**config.mk**
```make
export PLATFORM = sky130hd
export DESIGN_NAME = pe_rs_param_flat
export DESIGN_NICKNAME = d
export VERILOG_FILES = /design/src/rtl/pe_rs_if.sv /design/src/rtl/pe_rs_param.sv /design/src/flat_wrapper.sv
export SDC_FILE = /design/constraint.sdc
export NUM_CORES = 2
export LEC_CHECK = 0
export BUFFER_PORTS_ARGS = -buffer_cell sky130_fd_sc_hd__buf_2
export CORE_ASPECT_RATIO = 1.25
export CORE_MARGIN = 5
export CORE_UTILIZATION = 46
export DETAILED_ROUTE_END_ITERATION = 10
export MAX_ROUTING_LAYER = met4
export PLACE_DENSITY = 0.64
export REMOVE_ABC_BUFFERS = 1
export SLEW_MARGIN = 20
export SYNTH_ARGS = -nofsm -noshare
export SYNTH_HDL_FRONTEND = slang
export SYNTH_SLANG_ARGS = --single-unit
```
**constraint.sdc**
```tcl
create_clock -name clk -period 36.6 [get_ports clk]
set_input_delay 3.66 -clock clk [delete_from_list [all_inputs] [get_ports clk]]
set_output_delay 3.66 -clock clk [all_outputs]
set_load 0.05 [all_outputs]
```
**src/rtl/pe_rs_if.sv**
```systemverilog
// Stream channels between the GLB side and one row-stationary PE.
// The PE attaches through the slave modport; the GLB/array side uses master.
interface pe_rs_if #(parameter int DATA_W = 32);
    logic [DATA_W-1:0] ifmap;
    logic [DATA_W-1:0] filter;
    logic [DATA_W-1:0] ipsum;
    logic [DATA_W-1:0] opsum;
    logic              ifmap_valid;
    logic              ifmap_ready;
    logic              filter_valid;
    logic              filter_ready;
    logic              ipsum_valid;
    logic              ipsum_ready;
    logic              opsum_valid;
    logic              opsum_ready;

    modport master (
        output ifmap, ifmap_valid, filter, filter_valid, ipsum, ipsum_valid, opsum_ready,
        input  ifmap_ready, filter_ready, ipsum_ready, opsum, opsum_valid
    );
    modport slave (
        input  ifmap, ifmap_valid, filter, filter_valid, ipsum, ipsum_valid, opsum_ready,
        output ifmap_ready, filter_ready, ipsum_ready, opsum, opsum_valid
    );
endinterface

```
**src/rtl/pe_rs_param.sv**
```systemverilog
// Parametrised row-stationary PE: loads filter/ifmap/ipsum spads, runs one MAC per
// cycle over a sliding ifmap window, and streams opsums with optional ReLU.
module pe_rs_param #(
    parameter int DATA_W       = 32,
    parameter int ELEM_W       = 8,
    parameter int PSUM_W       = 32,
    parameter int IFMAP_DEPTH  = 12,
    parameter int FILTER_DEPTH = 48,
    parameter int PSUM_DEPTH   = 8,
    parameter int IFMAP_ZP     = 128
) (
    input  logic       clk,
    input  logic       rst,
    input  logic       PE_en,
    input  logic [2:0] cfg_rs,
    input  logic [3:0] cfg_p,
    input  logic [3:0] cfg_q,
    input  logic [5:0] cfg_f,
    input  logic       cfg_relu,
    pe_rs_if.slave     bus,
    output logic       busy,
    output logic       cfg_err
);
    localparam int PACK = DATA_W / ELEM_W;
    localparam int IE_W = ELEM_W + 1;
    localparam int PR_W = ELEM_W + IE_W;
    localparam int FA_W = $clog2(FILTER_DEPTH);
    localparam int IA_W = $clog2(IFMAP_DEPTH);
    localparam int PA_W = $clog2(PSUM_DEPTH);

    localparam logic [2:0] S_IDLE = 3'd0;
    localparam logic [2:0] S_FILT = 3'd1;
    localparam logic [2:0] S_IFM  = 3'd2;
    localparam logic [2:0] S_IPS  = 3'd3;
    localparam logic [2:0] S_CONV = 3'd4;
    localparam logic [2:0] S_WR   = 3'd5;

    logic [2:0]               state_q, state_d;
    logic [2:0]               rs_q, rs_d;
    logic [3:0]               p_q, p_d, cq_q, cq_d, c_q, c_d, po_q, po_d;
    logic [5:0]               f_q, f_d, col_q, col_d;
    logic                     relu_q, relu_d, err_q, err_d, ov_q, ov_d;
    logic [7:0]               beat_q, beat_d, base_q, base_d;
    logic [2:0]               r_q, r_d;
    logic [FA_W-1:0]          fa_q, fa_d;
    logic [IA_W-1:0]          ia_q, ia_d;
    logic [PSUM_W-1:0]        opsum_q, opsum_d;
    logic signed [ELEM_W-1:0] filt_q [FILTER_DEPTH];
    logic signed [ELEM_W-1:0] filt_d [FILTER_DEPTH];
    logic signed [IE_W-1:0]   ifm_q  [IFMAP_DEPTH];
    logic signed [IE_W-1:0]   ifm_d  [IFMAP_DEPTH];
    logic [PSUM_W-1:0]        psum_q [PSUM_DEPTH];
    logic [PSUM_W-1:0]        psum_d [PSUM_DEPTH];

    logic [7:0]               fil_beats_s, tail_s, rq_s;
    logic [11:0]              prq_s;
    logic                     bad_cfg_s;
    logic signed [PR_W-1:0]   prod_s;
    int                       widx_s;

    // Filter is signed ELEM_W, ifmap entries are already zero-point corrected.
    function automatic logic [PSUM_W-1:0] relu_f(input logic en, input logic [PSUM_W-1:0] w);
        return (en && w[PSUM_W-1]) ? {PSUM_W{1'b0}} : w;
    endfunction

    assign fil_beats_s = 8'(p_q) * 8'(rs_q);
    assign tail_s      = 8'(rs_q - 3'd1) * 8'(cq_q);
    assign prq_s       = 12'(cfg_p) * 12'(cfg_rs) * 12'(cfg_q);
    assign rq_s        = 8'(cfg_rs) * 8'(cfg_q);
    assign bad_cfg_s   = (cfg_rs == 3'd0) || (cfg_p == 4'd0) || (cfg_q == 4'd0) || (cfg_f == 6'd0) ||
                         (32'(cfg_q) > PACK) || (32'(cfg_p) > PSUM_DEPTH) ||
                         (32'(prq_s) > FILTER_DEPTH) || (32'(rq_s) > IFMAP_DEPTH);
    assign prod_s      = filt_q[fa_q] * ifm_q[ia_q];

    assign bus.filter_ready = (state_q == S_FILT);
    assign bus.ifmap_ready  = (state_q == S_IFM);
    assign bus.ipsum_ready  = (state_q == S_IPS);
    assign bus.opsum_valid  = ov_q;
    assign bus.opsum        = opsum_q;
    assign busy             = (state_q != S_IDLE);
    assign cfg_err          = err_q;

    // Next-state, spad-write and datapath decode.
    always_comb begin
        state_d = state_q; rs_d = rs_q; p_d = p_q; cq_d = cq_q; f_d = f_q; relu_d = relu_q;
        err_d = err_q; ov_d = ov_q; beat_d = beat_q; base_d = base_q; c_d = c_q; r_d = r_q;
        po_d = po_q; fa_d = fa_q; ia_d = ia_q; col_d = col_q; opsum_d = opsum_q;
        filt_d = filt_q; ifm_d = ifm_q; psum_d = psum_q; widx_s = 0;
        case (state_q)
            S_IDLE: begin
                if (PE_en) begin
                    rs_d = cfg_rs; p_d = cfg_p; cq_d = cfg_q; f_d = cfg_f; relu_d = cfg_relu;
                    if (bad_cfg_s) begin
                        err_d = 1'b1;
                    end else begin
                        err_d = 1'b0; state_d = S_FILT; beat_d = 8'd0; base_d = 8'd0;
                        col_d = 6'd0; c_d = 4'd0; r_d = 3'd0; po_d = 4'd0;
                        fa_d = '0; ia_d = '0;
                    end
                end else begin
                    err_d = err_q;
                end
            end
            S_FILT: begin
                if (bus.filter_valid) begin
                    for (int k = 0; k < PACK; k++) begin
                        widx_s = int'(base_q) + k;
                        if (k < int'(cq_q) && widx_s < FILTER_DEPTH) begin
                            filt_d[FA_W'(widx_s)] = bus.filter[k*ELEM_W +: ELEM_W];
                        end else begin
                            widx_s = 0;
                        end
                    end
                    if (beat_q == fil_beats_s - 8'd1) begin
                        state_d = S_IFM; beat_d = 8'd0; base_d = 8'd0;
                    end else begin
                        beat_d = beat_q + 8'd1; base_d = base_q + 8'(cq_q);
                    end
                end else begin
                    beat_d = beat_q;
                end
            end
            S_IFM: begin
                if (bus.ifmap_valid) begin
                    for (int k = 0; k < PACK; k++) begin
                        widx_s = int'(base_q) + k;
                        if (k < int'(cq_q) && widx_s < IFMAP_DEPTH) begin
                            ifm_d[IA_W'(widx_s)] = IE_W'({1'b0, bus.ifmap[k*ELEM_W +: ELEM_W]}) - IE_W'(IFMAP_ZP);
                        end else begin
                            widx_s = 0;
                        end
                    end
                    // Only the first column fills the whole window; later ones add one row.
                    if (col_q != 6'd0 || beat_q == 8'(rs_q) - 8'd1) begin
                        state_d = S_IPS; beat_d = 8'd0;
                    end else begin
                        beat_d = beat_q + 8'd1; base_d = base_q + 8'(cq_q);
                    end
                end else begin
                    beat_d = beat_q;
                end
            end
            S_IPS: begin
                if (bus.ipsum_valid) begin
                    psum_d[PA_W'(beat_q)] = bus.ipsum;
                    if (beat_q == 8'(p_q) - 8'd1) begin
                        state_d = S_CONV; beat_d = 8'd0; c_d = 4'd0; r_d = 3'd0; po_d = 4'd0;
                        fa_d = '0; ia_d = '0;
                    end else begin
                        beat_d = beat_q + 8'd1;
                    end
                end else begin
                    beat_d = beat_q;
                end
            end
            S_CONV: begin
                psum_d[PA_W'(po_q)] = psum_q[PA_W'(po_q)] + {{(PSUM_W-PR_W){prod_s[PR_W-1]}}, prod_s};
                fa_d = fa_q + FA_W'(1'b1);
                ia_d = ia_q + IA_W'(1'b1);
                if (c_q == cq_q - 4'd1) begin
                    c_d = 4'd0;
                    if (r_q == rs_q - 3'd1) begin
                        r_d = 3'd0; ia_d = '0;
                        if (po_q == p_q - 4'd1) begin
                            po_d = 4'd0; fa_d = '0; state_d = S_WR; ov_d = 1'b0;
                        end else begin
                            po_d = po_q + 4'd1;
                        end
                    end else begin
                        r_d = r_q + 3'd1;
                    end
                end else begin
                    c_d = c_q + 4'd1;
                end
            end
            S_WR: begin
                if (!ov_q) begin
                    ov_d = 1'b1; opsum_d = relu_f(relu_q, psum_q[PA_W'(po_q)]);
                end else if (bus.opsum_ready) begin
                    if (po_q == p_q - 4'd1) begin
                        ov_d = 1'b0; po_d = 4'd0; col_d = col_q + 6'd1;
                        if (col_q + 6'd1 == f_q) begin
                            state_d = S_IDLE;
                        end else begin
                            for (int i = 0; i < IFMAP_DEPTH; i++) begin
                                if (i < int'(tail_s) && i + int'(cq_q) < IFMAP_DEPTH) begin
                                    ifm_d[i] = ifm_q[IA_W'(i + int'(cq_q))];
                                end else begin
                                    ifm_d[i] = '0;
                                end
                            end
                            state_d = S_IFM; beat_d = 8'd0; base_d = tail_s;
                        end
                    end else begin
                        po_d = po_q + 4'd1;
                        opsum_d = relu_f(relu_q, psum_q[PA_W'(po_q + 4'd1)]);
                    end
                end else begin
                    ov_d = ov_q;
                end
            end
            default: begin
                state_d = S_IDLE; ov_d = 1'b0;
            end
        endcase
    end

    // State and spad registers with asynchronous clear.
    always_ff @(posedge clk or posedge rst) begin
        if (rst) begin
            state_q <= S_IDLE; rs_q <= 3'd0; p_q <= 4'd0; cq_q <= 4'd0; f_q <= 6'd0;
            relu_q <= 1'b0; err_q <= 1'b0; ov_q <= 1'b0; beat_q <= 8'd0; base_q <= 8'd0;
            c_q <= 4'd0; r_q <= 3'd0; po_q <= 4'd0; fa_q <= '0; ia_q <= '0; col_q <= 6'd0;
            opsum_q <= '0;
            filt_q <= '{default: '0}; ifm_q <= '{default: '0}; psum_q <= '{default: '0};
        end else begin
            state_q <= state_d; rs_q <= rs_d; p_q <= p_d; cq_q <= cq_d; f_q <= f_d;
            relu_q <= relu_d; err_q <= err_d; ov_q <= ov_d; beat_q <= beat_d; base_q <= base_d;
            c_q <= c_d; r_q <= r_d; po_q <= po_d; fa_q <= fa_d; ia_q <= ia_d; col_q <= col_d;
            opsum_q <= opsum_d;
            filt_q <= filt_d; ifm_q <= ifm_d; psum_q <= psum_d;
        end
    end
endmodule

```
**src/flat_wrapper.sv**
```systemverilog
// flat-port wrapper written by rule: the top's interface ports become plain ports
module pe_rs_param_flat 
#(
    parameter int DATA_W       = 32,
    parameter int ELEM_W       = 8,
    parameter int PSUM_W       = 32,
    parameter int IFMAP_DEPTH  = 12,
    parameter int FILTER_DEPTH = 48,
    parameter int PSUM_DEPTH   = 8,
    parameter int IFMAP_ZP     = 128
)
  (clk, rst, PE_en, cfg_rs, cfg_p, cfg_q, cfg_f, cfg_relu, busy, cfg_err, bus_ifmap, bus_ifmap_valid, bus_filter, bus_filter_valid, bus_ipsum, bus_ipsum_valid, bus_opsum_ready, bus_ifmap_ready, bus_filter_ready, bus_ipsum_ready, bus_opsum, bus_opsum_valid);
  pe_rs_if #(.DATA_W(DATA_W)) bus_i ();
  input  logic clk;
  input  logic rst;
  input  logic PE_en;
  input  logic [2:0] cfg_rs;
  input  logic [3:0] cfg_p;
  input  logic [3:0] cfg_q;
  input  logic [5:0] cfg_f;
  input  logic cfg_relu;
  output logic busy;
  output logic cfg_err;
  input wire logic [$bits(bus_i.ifmap)-1:0] bus_ifmap;
  input wire logic [$bits(bus_i.ifmap_valid)-1:0] bus_ifmap_valid;
  input wire logic [$bits(bus_i.filter)-1:0] bus_filter;
  input wire logic [$bits(bus_i.filter_valid)-1:0] bus_filter_valid;
  input wire logic [$bits(bus_i.ipsum)-1:0] bus_ipsum;
  input wire logic [$bits(bus_i.ipsum_valid)-1:0] bus_ipsum_valid;
  input wire logic [$bits(bus_i.opsum_ready)-1:0] bus_opsum_ready;
  output wire logic [$bits(bus_i.ifmap_ready)-1:0] bus_ifmap_ready;
  output wire logic [$bits(bus_i.filter_ready)-1:0] bus_filter_ready;
  output wire logic [$bits(bus_i.ipsum_ready)-1:0] bus_ipsum_ready;
  output wire logic [$bits(bus_i.opsum)-1:0] bus_opsum;
  output wire logic [$bits(bus_i.opsum_valid)-1:0] bus_opsum_valid;
  assign bus_i.ifmap = bus_ifmap;
  assign bus_i.ifmap_valid = bus_ifmap_valid;
  assign bus_i.filter = bus_filter;
  assign bus_i.filter_valid = bus_filter_valid;
  assign bus_i.ipsum = bus_ipsum;
  assign bus_i.ipsum_valid = bus_ipsum_valid;
  assign bus_i.opsum_ready = bus_opsum_ready;
  assign bus_ifmap_ready = bus_i.ifmap_ready;
  assign bus_filter_ready = bus_i.filter_ready;
  assign bus_ipsum_ready = bus_i.ipsum_ready;
  assign bus_opsum = bus_i.opsum;
  assign bus_opsum_valid = bus_i.opsum_valid;
  pe_rs_param #(.DATA_W(DATA_W), .ELEM_W(ELEM_W), .PSUM_W(PSUM_W), .IFMAP_DEPTH(IFMAP_DEPTH), .FILTER_DEPTH(FILTER_DEPTH), .PSUM_DEPTH(PSUM_DEPTH), .IFMAP_ZP(IFMAP_ZP)) u_core (.clk(clk), .rst(rst), .PE_en(PE_en), .cfg_rs(cfg_rs), .cfg_p(cfg_p), .cfg_q(cfg_q), .cfg_f(cfg_f), .cfg_relu(cfg_relu), .bus(bus_i), .busy(busy), .cfg_err(cfg_err));
endmodule
```
==> metrics.csv <==
metric,value,unit
clock-sinks,846,
grt.overflow.total,0,
synth_edf_count,0,
final_common_cell,nand2_1,
avgSynthCellArea,8.77,sq um
utilization,0.500,
crit_start,u_core.fa_q[0],
rsz0062_at_grt,no,
finalSetupViolations,0,
ys_ff_latch,846,
critPathKind,flip-flop to flip-flop,
max_freq,84.6,MHz
io_buffers,158,
hp-class,flip-flop to flip-flop,
worstMarginPinSlew,1270,ps
finalPower,7.79,mW
drive_gt1_frac,0.140,
status,"complete, no violations",
wirelength,281000,um
vias,65000,
antenna_left,0,
clock_latency,760,ps
skew,44.5,ps
syn_area,67000,sq um
numCtsBuffers,97,
grt_pass1_vias,62300,
cp_slowest_cell,dfrtp_4,
fin_crit,11820,ps
cts_buffer_depth,3,
hold_viol,0,
dieArea,153000,sq um
cts_tree,built,
wl_per_cell,30.4,um
drc,0,
coreArea,145000,sq um
ios,159,
clk_pin_slew,70,ps
cp_common_cell,inv_1,
pre_cts_slack,24860,ps
root_buffer,clkbuf_16,
area_delta_synth_final,7.93,%
worst_path_largest_cell_delay,880,ps
leakage,30.0,nW
ir_drop,0.108,mV
initial_utilization,0.463,
grt.total_usage,0.365,
hp-start,u_core.filt_q[14],
antenna_found_initial,25,
setup.worst_path.start_class,flip-flop,
die_height,437,um
hpwl,185000,um
layout_common_cells,"nand2_1 (1023), dfrtp_1 (839), o21ai_0 (678)",
maxCapViolCount,0,
cts_resized,0,
synthArstFlopShare,1.00,
postCtsHoldBufs,0,
arrival,12420,ps
n_fill_cell,13500,
relSlewSlack,0.152,
endpoint_kind,flip-flop,
path_max_fanout,39,
ys_types,103,
dr.pass1.iters,8,
powerDensity,108,nW/um^2
ys_warn_count,0,
dr.first_iter.drc_count,8411,
tns,0,ps
slew_viol_final,0,
viasPerCell,7.03,
finalNetCount,7606,
syn_inst,7637,
setup_ws,24780,ps
ys_seq_area_frac,0.316,
h-tree-depth,3,
period_share,0.323,
row_count,156,
reg2reg_from,u_core.fa_q[0],
gp_congestion,1.03,
grt_max_degree,137,
cts_setup_buffers,0,
dieWidth,351,um
synth_flop_cell,dfrtp_1,
worstPathRequired,37190,ps
grt_pass1_wl,413000,um
[layer usage]
metal  share of wire  vias to the layer above  track usage
li1                -                    27400            -
met1            0.35                    31400        0.433
met2            0.44                     4763        0.546
met3            0.11                     1433       0.0882
met4           0.090                        0        0.253
met5               0                        -            -
[synthesized netlist by cell type (38+ instances only)]
cell | number | area share
nand2_1 | 1027 | 0.058
dfrtp_1 | 846 | 0.32
clkbuf_1 | 688 | 0.039
o21ai_0 | 679 | 0.051
nor2_1 | 552 | 0.031
a21oi_1 | 423 | 0.032
mux2i_1 | 335 | 0.050
mux4_2 | 299 | 0.10
o211ai_1 | 223 | 0.025
inv_1 | 194 | 0.011
nand3_1 | 187 | 0.014
a211oi_1 | 176 | 0.020
ha_1 | 148 | 0.028
a22oi_1 | 137 | 0.015
o22ai_1 | 135 | 0.013
mux2_2 | 94 | 0.016
fa_1 | 91 | 0.027
nor3_1 | 88 | 0.0066
o21a_1 | 88 | 0.0099
o221ai_1 | 86 | 0.011
nor4_1 | 73 | 0.0068
xnor2_1 | 73 | 0.0095
o31ai_1 | 72 | 0.0081
buf_1 | 69 | 0.0039
a21o_1 | 68 | 0.0076
o211a_1 | 68 | 0.010
and2_1 | 55 | 0.0051
a31oi_1 | 53 | 0.0049
buf_2 | 51 | 0.0038
nor2b_1 | 46 | 0.0043
a221oi_1 | 42 | 0.0055
xor2_1 | 42 | 0.0055
and3_1 | 38 | 0.0035
[area by class of cell]
type | instances | area, sq um | area share
timing repair buffer | 334 | 2160 | 0.0299
multi-input combinational | 5758 | 42200 | 0.583
clock inverter | 34 | 617 | 0.00853
inverter | 209 | 792 | 0.0110
sequential | 846 | 21200 | 0.293
clock buffer | 144 | 2940 | 0.0407
tap | 1896 | 2370 | 0.0328
antenna | 24 | 60.1 | 0.000831
[flip-flops by register name, indices dropped and copies added (netlist names), 6 cells and up]
register and flops:
u_core.ifm_q 108, u_core.bus.opsum 32, u_core.col_q 6, u_core.f_q 6, u_core.base_q 8, u_core.filt_q 384, u_core.fa_q 6, u_core.beat_q 8
u_core.psum_q 256
[critical path: cells and delay by family, from the launching register on]
family | cells | cell delay, ps
DFF | 1 | 880
muxes | 2 | 1130
adders and majority gates | 6 | 2930
buffers and inverters | 8 | 1970
xor gates and xnor gates | 2 | 810
AOI/OAI and AO/OA | 9 | 2650
and+or+nand+nor | 5 | 1190
[worst paths after layout]
kind | to | slack [ps] | depth (start not counted)
min in group asynchronous | u_core.psum_q[92] | 3000 | 2
max in group asynchronous | u_core.psum_q[133] | 30760 | 5
worst min register to register | u_core.filt_q[14] | 370 | 0
worst max-delay path | u_core.psum_q[127] | 24780 | 32
worst min-delay path | u_core.filt_q[14] | 370 | 0
worst max register to register | u_core.psum_q[127] | 24780 | 32
[where the power goes]
| part | leakage (nW) | switching, mW | internal [mW] |
|---|---|---|---|
| combinational | 17.5 | 3.39 | 1.77 |
| clock | 1.74 | 0.448 | 0.651 |
| sequential | 10.7 | 0.348 | 1.19 |
| total | 30.0 | 4.19 | 3.61 |
[kinds of logic (layout without fill, tap and decap cells)]
group,count (synthesis),in the layout,share of synthesized area
AO/OA/AOI/OAI,2465,2465,0.241
flip-flops,846,846,0.316
XOR/XNOR,122,122,0.0174
multiplexers,728,728,0.166
adder cells (fa/ha/maj),239,239,0.0548
other,0,24,0
buffers and inverters,1033,721,0.0598
AND/OR/NAND/NOR,2204,2204,0.145
[through the flow]
stage | cell area (sq um) | instances | hold slack [ps]
2_1_floorplan | 63800 | 6813 | 349
3_3_place_gp | 68600 | 9039 | 360
3_5_place_dp | 68600 | 9042 | 362
4_1_cts | 72200 | 9220 | 373
5_1_grt | 72300 | 9241 | 380
6_report | 72300 | 9245 | 369
Power figures use the tool's default switching activity.
